==> src/rtl/wishbone_if.sv <==
// Pipelined Wishbone bus bundle shared by the SPI controller and its bench.
// Latency: none (wires only).
// Backpressure: carries stall; the SPI controller never stalls.
// Signals: cyc/stb/we/addr/wdata/sel from the requester; rdata/ack/stall/err/rty from the responder.
interface wishbone_if;
    logic        cyc;
    logic        stb;
    logic        we;
    logic [31:0] addr;
    logic [31:0] wdata;
    logic [3:0]  sel;
    logic [31:0] rdata;
    logic        ack;
    logic        stall;
    logic        err;
    logic        rty;

    modport SLAVE (
        input  cyc, stb, we, addr, wdata, sel,
        output rdata, ack, stall, err, rty
    );

    modport MASTER (
        output cyc, stb, we, addr, wdata, sel,
        input  rdata, ack, stall, err, rty
    );
endinterface

==> src/rtl/wb_spi_ctrl.sv <==
// Wishbone-attached SPI master moving one byte per DATA write (CTRL/DIV/DATA/STATUS registers).
// Latency: bus ack one cycle after acceptance; a transfer takes 16*(div+1) cycles.
// Backpressure: none; stall is tied low, every cyc&stb cycle is accepted and acked.
// Ports: clk_i, rstn_i (async active-low), wb_if (Wishbone responder),
//        spi_sclk_o/spi_mosi_o/spi_miso_i/spi_cs_n_o (SPI pins), irq_o (level interrupt).
module wb_spi_ctrl #(
    parameter logic [7:0] DIV_RESET = 8'd3
) (
    input  logic       clk_i,
    input  logic       rstn_i,
    wishbone_if.SLAVE  wb_if,
    output logic       spi_sclk_o,
    output logic       spi_mosi_o,
    input  logic       spi_miso_i,
    output logic       spi_cs_n_o,
    output logic       irq_o
);

    typedef enum logic {
        IDLE = 1'b0,
        XFER = 1'b1
    } state_e;

    localparam logic [1:0] A_CTRL   = 2'd0;
    localparam logic [1:0] A_DIV    = 2'd1;
    localparam logic [1:0] A_DATA   = 2'd2;
    localparam logic [1:0] A_STATUS = 2'd3;

    state_e      state_q, state_d;
    logic        cs_assert_q, cs_assert_d;
    logic        irq_en_q, irq_en_d;
    logic        cpol_q, cpol_d;
    logic [7:0]  div_q, div_d;
    logic        rx_valid_q, rx_valid_d;
    logic        overrun_q, overrun_d;
    logic        wr_col_q, wr_col_d;
    logic [7:0]  tx_sr_q, tx_sr_d;
    logic [7:0]  rx_sr_q, rx_sr_d;
    logic [7:0]  rx_byte_q, rx_byte_d;
    logic [3:0]  edge_cnt_q, edge_cnt_d;
    logic [7:0]  div_cnt_q, div_cnt_d;
    logic        sclk_q, sclk_d;
    logic        mosi_q, mosi_d;
    logic        cs_n_q, cs_n_d;
    logic        irq_q, irq_d;
    logic        ack_q, ack_d;
    logic [31:0] rdata_q, rdata_d;

    logic        req;
    logic        rd_req;
    logic        wr_en;
    logic        busy;
    logic        data_rd;
    logic [1:0]  reg_sel;
    logic        unused_bits;

    assign req     = wb_if.cyc & wb_if.stb;
    assign rd_req  = req & ~wb_if.we;
    assign wr_en   = req & wb_if.we & wb_if.sel[0];
    assign reg_sel = wb_if.addr[3:2];
    assign busy    = (state_q == XFER);
    assign data_rd = rd_req && (reg_sel == A_DATA);

    assign unused_bits = ^{wb_if.addr[31:4], wb_if.addr[1:0], wb_if.wdata[31:8], wb_if.sel[3:1]};

    always_comb begin
        state_d     = state_q;
        cs_assert_d = cs_assert_q;
        irq_en_d    = irq_en_q;
        cpol_d      = cpol_q;
        div_d       = div_q;
        rx_valid_d  = rx_valid_q;
        overrun_d   = overrun_q;
        wr_col_d    = wr_col_q;
        tx_sr_d     = tx_sr_q;
        rx_sr_d     = rx_sr_q;
        rx_byte_d   = rx_byte_q;
        edge_cnt_d  = edge_cnt_q;
        div_cnt_d   = div_cnt_q;
        sclk_d      = sclk_q;
        mosi_d      = mosi_q;
        ack_d       = req;
        rdata_d     = '0;

        // Read data is captured from the pre-update state, so a read that
        // coincides with completion returns the old rx byte.
        if (rd_req) begin
            unique case (reg_sel)
                A_CTRL:   rdata_d = {29'b0, cpol_q, irq_en_q, cs_assert_q};
                A_DIV:    rdata_d = {24'b0, div_q};
                A_DATA:   rdata_d = {24'b0, rx_byte_q};
                A_STATUS: rdata_d = {28'b0, wr_col_q, overrun_q, rx_valid_q, busy};
                default:  rdata_d = '0;
            endcase
        end
        if (data_rd) begin
            rx_valid_d = 1'b0;
        end

        if (wr_en) begin
            unique case (reg_sel)
                A_CTRL: begin
                    cs_assert_d = wb_if.wdata[0];
                    irq_en_d    = wb_if.wdata[1];
                    if (!busy) begin
                        cpol_d = wb_if.wdata[2];
                    end
                end
                A_DIV: begin
                    if (!busy) begin
                        div_d = wb_if.wdata[7:0];
                    end
                end
                A_DATA: begin
                    if (!busy) begin
                        state_d    = XFER;
                        tx_sr_d    = wb_if.wdata[7:0];
                        mosi_d     = wb_if.wdata[7];
                        edge_cnt_d = '0;
                        div_cnt_d  = '0;
                    end else begin
                        wr_col_d = 1'b1;
                    end
                end
                A_STATUS: begin
                    if (wb_if.wdata[2]) overrun_d = 1'b0;
                    if (wb_if.wdata[3]) wr_col_d  = 1'b0;
                end
                default: ;
            endcase
        end

        if (busy) begin
            // cpol and div cannot change while busy, so the live registers
            // hold the values captured at transfer start.
            if (div_cnt_q == div_q) begin
                div_cnt_d  = '0;
                sclk_d     = ~sclk_q;
                edge_cnt_d = edge_cnt_q + 4'd1;
                // edge_cnt_q counts edges already made; the one being made
                // now is edge_cnt_q+1, odd when edge_cnt_q is even.
                if (!edge_cnt_q[0]) begin
                    rx_sr_d = {rx_sr_q[6:0], spi_miso_i};
                end else if (edge_cnt_q != 4'd15) begin
                    tx_sr_d = {tx_sr_q[6:0], 1'b0};
                    mosi_d  = tx_sr_q[6];
                end else begin
                    state_d    = IDLE;
                    sclk_d     = cpol_q;
                    rx_byte_d  = rx_sr_q;
                    // A coincident DATA read consumes the old byte, so
                    // nothing unread is lost in that case.
                    if (rx_valid_q && !data_rd) begin
                        overrun_d = 1'b1;
                    end
                    rx_valid_d = 1'b1;
                end
            end else begin
                div_cnt_d = div_cnt_q + 8'd1;
            end
        end else begin
            // Idle clock tracks cpol with no extra cycle of lag.
            sclk_d = cpol_d;
        end
    end

    assign cs_n_d = ~cs_assert_d;
    assign irq_d  = irq_en_q & rx_valid_q;

    always_ff @(posedge clk_i or negedge rstn_i) begin
        if (!rstn_i) begin
            state_q     <= IDLE;
            cs_assert_q <= 1'b0;
            irq_en_q    <= 1'b0;
            cpol_q      <= 1'b0;
            div_q       <= DIV_RESET;
            rx_valid_q  <= 1'b0;
            overrun_q   <= 1'b0;
            wr_col_q    <= 1'b0;
            tx_sr_q     <= '0;
            rx_sr_q     <= '0;
            rx_byte_q   <= '0;
            edge_cnt_q  <= '0;
            div_cnt_q   <= '0;
            sclk_q      <= 1'b0;
            mosi_q      <= 1'b0;
            cs_n_q      <= 1'b1;
            irq_q       <= 1'b0;
            ack_q       <= 1'b0;
            rdata_q     <= '0;
        end else begin
            state_q     <= state_d;
            cs_assert_q <= cs_assert_d;
            irq_en_q    <= irq_en_d;
            cpol_q      <= cpol_d;
            div_q       <= div_d;
            rx_valid_q  <= rx_valid_d;
            overrun_q   <= overrun_d;
            wr_col_q    <= wr_col_d;
            tx_sr_q     <= tx_sr_d;
            rx_sr_q     <= rx_sr_d;
            rx_byte_q   <= rx_byte_d;
            edge_cnt_q  <= edge_cnt_d;
            div_cnt_q   <= div_cnt_d;
            sclk_q      <= sclk_d;
            mosi_q      <= mosi_d;
            cs_n_q      <= cs_n_d;
            irq_q       <= irq_d;
            ack_q       <= ack_d;
            rdata_q     <= rdata_d;
        end
    end

    assign wb_if.ack   = ack_q;
    assign wb_if.rdata = rdata_q;
    assign wb_if.stall = 1'b0;
    assign wb_if.err   = 1'b0;
    assign wb_if.rty   = 1'b0;

    assign spi_sclk_o = sclk_q;
    assign spi_mosi_o = mosi_q;
    assign spi_cs_n_o = cs_n_q;
    assign irq_o      = irq_q;

endmodule

==> src/flat_wrapper.sv <==
// flat-port wrapper written by rule: the top's interface ports become plain ports
module wb_spi_ctrl_flat 
#(
    parameter logic [7:0] DIV_RESET = 8'd3
)
  (clk_i, rstn_i, spi_sclk_o, spi_mosi_o, spi_miso_i, spi_cs_n_o, irq_o, wb_if_cyc, wb_if_stb, wb_if_we, wb_if_addr, wb_if_wdata, wb_if_sel, wb_if_rdata, wb_if_ack, wb_if_stall, wb_if_err, wb_if_rty);
  wishbone_if wb_if_i ();
  input  logic clk_i;
  input  logic rstn_i;
  output logic spi_sclk_o;
  output logic spi_mosi_o;
  input  logic spi_miso_i;
  output logic spi_cs_n_o;
  output logic irq_o;
  input wire logic [$bits(wb_if_i.cyc)-1:0] wb_if_cyc;
  input wire logic [$bits(wb_if_i.stb)-1:0] wb_if_stb;
  input wire logic [$bits(wb_if_i.we)-1:0] wb_if_we;
  input wire logic [$bits(wb_if_i.addr)-1:0] wb_if_addr;
  input wire logic [$bits(wb_if_i.wdata)-1:0] wb_if_wdata;
  input wire logic [$bits(wb_if_i.sel)-1:0] wb_if_sel;
  output wire logic [$bits(wb_if_i.rdata)-1:0] wb_if_rdata;
  output wire logic [$bits(wb_if_i.ack)-1:0] wb_if_ack;
  output wire logic [$bits(wb_if_i.stall)-1:0] wb_if_stall;
  output wire logic [$bits(wb_if_i.err)-1:0] wb_if_err;
  output wire logic [$bits(wb_if_i.rty)-1:0] wb_if_rty;
  assign wb_if_i.cyc = wb_if_cyc;
  assign wb_if_i.stb = wb_if_stb;
  assign wb_if_i.we = wb_if_we;
  assign wb_if_i.addr = wb_if_addr;
  assign wb_if_i.wdata = wb_if_wdata;
  assign wb_if_i.sel = wb_if_sel;
  assign wb_if_rdata = wb_if_i.rdata;
  assign wb_if_ack = wb_if_i.ack;
  assign wb_if_stall = wb_if_i.stall;
  assign wb_if_err = wb_if_i.err;
  assign wb_if_rty = wb_if_i.rty;
  wb_spi_ctrl #(.DIV_RESET(DIV_RESET)) u_core (.clk_i(clk_i), .rstn_i(rstn_i), .wb_if(wb_if_i), .spi_sclk_o(spi_sclk_o), .spi_mosi_o(spi_mosi_o), .spi_miso_i(spi_miso_i), .spi_cs_n_o(spi_cs_n_o), .irq_o(irq_o));
endmodule
==> config.mk <==
export PLATFORM = sky130hd
export DESIGN_NAME = wb_spi_ctrl_flat
export DESIGN_NICKNAME = d
export VERILOG_FILES = /design/src/rtl/wishbone_if.sv /design/src/rtl/wb_spi_ctrl.sv /design/src/flat_wrapper.sv
export SDC_FILE = /design/constraint.sdc
export NUM_CORES = 1
export LEC_CHECK = 0
export ABC_AREA = 1
export CORE_ASPECT_RATIO = 1.5
export CORE_UTILIZATION = 40
export DETAILED_ROUTE_END_ITERATION = 10
export HOLD_SLACK_MARGIN = 0.06
export PLACE_DENSITY = 0.75
export SYNTH_ARGS = -nofsm -noshare
export SYNTH_HDL_FRONTEND = slang
export SYNTH_SLANG_ARGS = --single-unit
export TNS_END_PERCENT = 10
==> constraint.sdc <==
create_clock -name clk_i -period 1.6 [get_ports clk_i]
set_input_delay 0.32 -clock clk_i [delete_from_list [all_inputs] [get_ports clk_i]]
set_output_delay 0.32 -clock clk_i [all_outputs]
set_load 0.01 [all_outputs]
==> results of run 1 <==
[worst min path at each step]
stage                                   endpoint  slack [ns]  startpoint
floorplan                  u_core.busy$_DFF_PN0_        0.02      rstn_i
global placement    u_core.cs_assert_q$_DFF_PN0_        0.25      rstn_i
detailed placement  u_core.cs_assert_q$_DFF_PN0_        0.26      rstn_i
CTS                 u_core.cs_assert_q$_DFF_PN0_        0.43      rstn_i
global route        u_core.cs_assert_q$_DFF_PN0_        0.48      rstn_i
finish              u_core.cs_assert_q$_DFF_PN0_        0.43      rstn_i
[cells in the final DEF (no fill, tap or decap), drive strengths merged]
cell           netlist  layout
clkinvlp             0       2
dlygate4sd3          0       1
nand4                1       1
nand3               24      24
inv                 49      49
clkbuf               2      10
or2                  1       1
conb                 1      27
a221oi               3       3
o21ai               31      31
nand2              155     155
dfrtp               60      60
dlymetal6s2s         0       1
a21oi                4       4
ha                   2       2
xnor2                3       3
nor3                 3       3
bufinv               0       2
o31ai                1       1
clkinv               2       4
o22ai                7       7
buf                 31      36
dlygate4sd2          0       1
dfstp                3       3
o211ai               1       1
nor2                18      18
xor2                 6       6
clkdlybuf4s50        0      26
a31oi                1       1
[logic make-up (layout without fill, tap and decap cells)]
family,after synthesis,in the layout,synth area share
other cells,1,27,0.00115
xor+xnor,9,9,0.0242
fa+ha+maj,2,2,0.00769
flops,63,63,0.485
simple gates,202,202,0.268
compound gates,48,48,0.0819
buf+inv,84,132,0.131
[state kept, by name, indices dropped and copies added, names as in the netlist]
| register | count |
|---|---|
| u_core.div_q | 8 |
| u_core.wb_if.rdata | 8 |
| u_core.spi_mosi_o | 1 |
| u_core.busy | 1 |
| u_core.tx_sr_q | 7 |
| u_core.edge_cnt_q | 4 |
| u_core.wb_if.ack | 1 |
| u_core.spi_cs_n_o | 1 |
| u_core.cs_assert_q | 1 |
| u_core.rx_sr_q | 8 |
| u_core.overrun_q | 1 |
| u_core.rx_byte_q | 8 |
| u_core.wr_col_q | 1 |
| u_core.irq_o | 1 |
| u_core.div_cnt_q | 8 |
| u_core.cpol_q | 1 |
| u_core.spi_sclk_o | 1 |
| u_core.irq_en_q | 1 |
| u_core.rx_valid_q | 1 |
[timing repair]
item | in CTS | in global routing
hold buffers | 1 | 0
resized for setup | 2 | 9
endpoints found under the setup margin | 11 | 40
pin swaps | 2 | 3
endpoints found under the hold margin | 13 | 0
setup buffers | 0 | 4
[through the flow]
stage / area [µm²] / hold WS, ns / std cells / setup WS, ns / utilization
after floorplan: 3350 / 0.0244 / 435 / 0.0593 / -
final: 4170 / 0.427 / 585 / 0.0304 / 0.538
after global routing: 4170 / 0.480 / 585 / -0.0537 / 0.538
after global placement: 3790 / 0.246 / 564 / -0.209 / 0.488
after detailed placement: 3790 / 0.256 / 564 / -0.264 / 0.488
after CTS: 4120 / 0.430 / 581 / 0.00282 / 0.530
[per-layer routing]
| layer | up-vias | track usage |
|---|---|---|
| met3 | 23 | 0.0458 |
| met5 | - | 0 |
| met2 | 69 | 0.324 |
| met1 | 1325 | 0.227 |
| li1 | 1370 | - |
| met4 | 0 | 0.132 |
[worst max-delay path, delay by kind of cell, from the launching register on]
family | cells | cell delay, ns
buffers and inverters | 1 | 0.15
and+or+nand+nor | 8 | 0.79
DFF | 1 | 0.57
[area by class of cell]
class                      count  area share
clock buffer                  10      0.0549
tap                          102      0.0306
sequential                    63       0.380
clock inverter                 6      0.0204
inverter                      51      0.0465
multi-input combinational    288       0.327
timing repair buffer          65       0.141
[power breakdown]
| group | switching [mW] | internal (mW) | leakage, nW |
|---|---|---|---|
| Combinational | 0.862 | 0.623 | 1.16 |
| Sequential | 0.309 | 1.98 | 0.789 |
| Clock | 0.716 | 1.36 | 0.148 |
==> impl_metrics.tcl, run 1 <==
set metrics [dict create \
    critPathSlowestCell "dfstp_2" \
    core_um2 7760 \
    synth-main-ff-cell "dfrtp_1" \
    synth_top_area_share 0.461 \
    worstSetupEndpoint "u_core.rx_byte_q[1]$_DFFE_PN0P_" \
    totalPowerFinal_mw 5.84 \
    viasPerCell 4.76 \
    path_class "flip-flop to flip-flop" \
    max_stage_delay_ns 0.57 \
    skew_ns 0.00581 \
    fp.dieH_um 112 \
    synth_edf_count 0 \
    synth_cell_type_count 33 \
    end_kind "flip-flop" \
    dr.pass1.iters 4 \
    diodes 0 \
    final-setup-viol-count 0 \
    grt_max_degree 50 \
    critPathRequiredTime_ns 1.87 \
    avgSynthCellArea_um2 7.96 \
    fill_cells 683 \
    final_nets 554 \
    synth_area_um2 3260 \
    yosysTopAreaCell "dfrtp_1" \
    synth_most_common_cell "nand2_1" \
    clk_pin_slew_ns 0.06 \
    place_congestion 0.883 \
    async_reset_ff_frac 1.00 \
    seqCellArea_um2 1580 \
    cap_violations 0 \
    area_growth_pct 28.1 \
    wl_met1_um 2910 \
    wl_met3_um 256 \
    hold_path.class "input port to asynchronous set/reset pin" \
    layout_min_cycle_time_ns 1.57 \
    r2r_slack_ns 0.03 \
    finalHoldViolations 0 \
    ant_nets 0 \
    initial_core_util 0.420 \
    finalWirelength_um 7360 \
    cts_tree "built" \
    clock-root-buffer "clkbuf_16" \
    power.leakage_nw 2.09 \
    multi_input_area_um2 1360 \
    vias 2787 \
    grt_pass1_wl_um 12600 \
    synth_area_leaders "dfrtp_1 (46%), nand2_1 (18%), buf_4 (6.2%)" \
    die_w_um 75.7 \
    reg2reg_to "u_core.rx_byte_q[1]$_DFFE_PN0P_" \
    synth-seq-area-share 0.485 \
    cts_made_buffers 9 \
    htree_num_levels 3 \
    crit_start "u_core.div_q[1]$_DFFE_PN1P_" \
    drtIter0Drc 223 \
    tns_ns 0 \
    cpMostUsedCell "nand2_1" \
    dr_wl_met2_um 3800 \
    rsz0062_at_grt "true" \
    clock-sinks 63 \
    numPortBuffers 29 \
    r2r_cells 9 \
    die-area_um2 8510 \
    dp_hpwl_um 5290 \
    crit_fanout 9 \
    path_cells "nand2_1 > nand2_1 > nand2_2 > nor2_4 > nand3_4 > nor2_4 > buf_6 > nand2_1 > nand2_1" \
    grt_pass1_vias 2726 \
    vdd_drop_max_uv 717 \
    syn_inst 409 \
    topRoutingLayerUsed "met4" \
    clock_latency_ns 0.34 \
    fmax_mhz 637 \
    grt_antenna_before_repair 0 \
    power_density_nw_per_um2 1400 \
    grt_overflow_total 0 \
    ys_ff_latch 63 \
    worstSetupStartpointType "flip-flop" \
    io_pins 114 \
    drive_gt1_frac 0.172 \
    yosysWarnings 0 \
    cts_buffer_depth 2 \
    fin_crit_sh 0.981 \
    track_usage 0.199 \
    run_status "finished, final reports clean" \
    r2r_start "u_core.div_q[1]$_DFFE_PN1P_" \
    synth_common_cells "nand2_1 (152), dfrtp_1 (60), inv_1 (38), buf_4 (27), nand3_1 (23)" \
    drcViolationCount 0 \
    slew_viol_final 0 \
    rows 39 \
    wl_per_cell_um 12.6 \
    arrival_ns 1.84 \
]
Power figures use the tool's default switching activity.
==> run 2, diff against run 1 <==
PLACE_DENSITY = 0.72   (was 0.75)
clock period = 2 ns   (was 1.6 ns; I/O delays follow)
==> run 2 against run 1 <==
Utilization decreased by 2.8 points. Cell area fell by 5.2%. Critical path depth shrank 8. Global-route usage shrank 1.3 points. Register-to-register slack improved by 0.24 ns. Routed wire length shrank 7.4%. Power down 24%. Clock-buffer cell count fell by 1. Sequential cell count unchanged. Clock skew is 0.0029 ns higher. Combinational power is 30% lower. Critical path type is now flip-flop to output pin.
==> impl_metrics.tcl, run 2 (synthesized netlist as in run 1, its figures left out) <==
set metrics [dict create \
    dp_hpwl_um 5000 \
    power.share.sequential 0.411 \
    finalHoldViolations 0 \
    p_switching_mw 1.46 \
    critPathTopFamily "buffers and inverters" \
    internal_power_mw 2.97 \
    final-setup-viol-count 0 \
    clk_pin_slew_ns 0.05 \
    fmax_mhz 566 \
    worst_hold_path.num_cells 2 \
    fill_cells 715 \
    critPathSlowestCell "clkdlybuf4s50_1" \
    arrival_ns 1.37 \
    initial_core_util 0.420 \
    clock-root-buffer "clkbuf_16" \
    power_density_nw_per_um2 1120 \
    p_comb_frac 0.236 \
    htree_num_levels 3 \
    drive_gt1_frac 0.121 \
    clock_latency_ns 0.34 \
    path_cells "clkdlybuf4s50_1" \
    final_cell_mix "nand2_1 (152), dfrtp_1 (60), inv_1 (38), clkdlybuf4s50_1 (28), conb_1 (27)" \
    r2r_slack_ns 0.27 \
    hp-start "u_core.rx_sr_q[7]$_DFFE_PN0P_" \
    dr.pass1.iters 4 \
    core_um2 7760 \
    min_to "u_core.rx_sr_q[7]$_DFFE_PN0P_" \
    slew_viol_final 0 \
    crit_buf_inv 1 \
    fp.dieH_um 112 \
    viasPerCell 4.65 \
    die-area_um2 8510 \
    area_growth_pct 21.5 \
    numPortBuffers 29 \
    max_stage_delay_ns 0.52 \
    grt_pass1_wl_um 11600 \
    cts_made_buffers 9 \
    run_status "finished, final reports clean" \
    r2r_cells 9 \
    rsz0062_at_grt "false" \
    post_cts_buffers 0 \
    hold_path.class "flip-flop to flip-flop" \
    grt_max_degree 44 \
    totalPowerFinal_mw 4.43 \
    r2r_start "u_core.div_q[1]$_DFFE_PN1P_" \
    path_class "flip-flop to output pin" \
    cap_violations 0 \
    power.leakage_nw 1.98 \
    io_pins 114 \
    layout_min_cycle_time_ns 1.77 \
    place_area_um2 3640 \
    diodes 0 \
    vias 2619 \
    reg2reg_to "u_core.rx_byte_q[1]$_DFFE_PN0P_" \
    drcViolationCount 0 \
    grt_pass1_vias 2533 \
    design_area_um2 3960 \
    wl_per_cell_um 12.1 \
    track_usage 0.187 \
    rows 39 \
    place_congestion 0.842 \
    critPathRequiredTime_ns 1.60 \
    crit_fanout 1 \
    final_nets 532 \
    drtIter0Drc 214 \
    cts_buffer_depth 2 \
    cts_tree "built" \
    final_common_cell "nand2_1" \
    cts_resized 0 \
    die_w_um 75.7 \
    skew_ns 0.00874 \
    power_frac_clock 0.353 \
    worstSetupStartpointType "flip-flop" \
    grt_overflow_total 0 \
    sw_frac_of_total 0.330 \
    tns_ns 0 \
    end_kind "output pin" \
    finalWirelength_um 6820 \
    clock-sinks 63 \
    ant_nets 0 \
    grt_antenna_before_repair 0 \
    fin_crit_sh 0.883 \
    vdd_drop_max_uv 565 \
]
run 2: changes by cell type in the layout (fill, tap and decap cells not counted), moves of 2 or more:
cell	before	now
buf_4	32	12
clkdlybuf4s50_1	26	28
clkinv_2	2	0
clkinv_4	0	2
dfrtp_1	57	60
dfrtp_2	3	0
inv_6	0	2
run 2: cell type report:
class	instances	area, µm²	share of cell area
flip-flops and latches	63	1580	0.400
multi-input cells	288	1350	0.340
repair buffers	43	405	0.102
clock buffers	9	225	0.0569
inverters	51	191	0.0484
well taps	102	128	0.0323
clock inverters	7	80.1	0.0202
run 2: stage by stage:
stage | cells | setup slack [ns] | utilization | hold slack [ns]
after global routing | 563 | 0.147 | 0.510 | 0.507
after floorplan | 435 | 0.373 | - | 0.104
after detailed placement | 546 | 0.0579 | 0.469 | 0.394
after CTS | 563 | 0.218 | 0.510 | 0.483
final | 563 | 0.234 | 0.510 | 0.483
after global placement | 546 | 0.0781 | 0.469 | 0.380
run 2: metal layers:
layer | share of wire | track usage | wire length (µm)
met2 | 0.50 | 0.299 | 3440
met1 | 0.42 | 0.219 | 2850
met5 | 0 | 0 | 0
met4 | 0.045 | 0.109 | 305
met3 | 0.033 | 0.0503 | 225
run 2: timing repair:
action / 4_1_cts / 5_1_grt
endpoints found under the hold margin: 19 / 0
setup endpoints to repair: 0 / 0
hold buffers: 1 / 0
run 2: worst max path at each step:
| stage | slack [ns] | to | cells after the start | start |
|---|---|---|---|---|
| after floorplan | 0.37 | u_core.overrun_q$_DFF_PN0_ | 8 | u_core.edge_cnt_q[0]$_DFF_PN0_ |
| after global placement | 0.08 | u_core.spi_cs_n_o$_DFF_PN1_ | 8 | wb_if_cyc |
| after detailed placement | 0.06 | u_core.edge_cnt_q[3]$_DFF_PN0_ | 10 | wb_if_cyc |
| after CTS | 0.22 | spi_cs_n_o | 1 | u_core.spi_cs_n_o$_DFF_PN1_ |
| after global routing | 0.15 | u_core.rx_byte_q[2]$_DFFE_PN0P_ | 9 | u_core.div_q[1]$_DFFE_PN1P_ |
| final | 0.23 | spi_cs_n_o | 1 | u_core.spi_cs_n_o$_DFF_PN1_ |
run 2: worst register-to-register path: stages, from the launching register on:
cell and delay [ns]:
dfstp_2 0.57, nand2_1 0.07, nand2_1 0.06, nand2_1 0.08
nor2_2 0.17, nand3_4 0.18, nor2_4 0.24, inv_2 0.12
nand2_1 0.07, nand2_1 0.05
run 2: power by group through the flow:
stage | Combinational (mW) | Clock [mW] | Sequential, mW
floorplan | 0.755 | 0 | 1.80
global placement | 1.00 | 0 | 1.82
global route | 1.20 | 1.65 | 1.87
CTS | 1.05 | 1.60 | 1.82
detailed placement | 1.03 | 0 | 1.84
finish | 1.04 | 1.57 | 1.82
==> run 3, diff against run 2 <==
SKIP_LAST_GASP = 1   (was default)
==> results of run 3 <==
No change in the layout: final DEF, timing and power equal those of run 2.
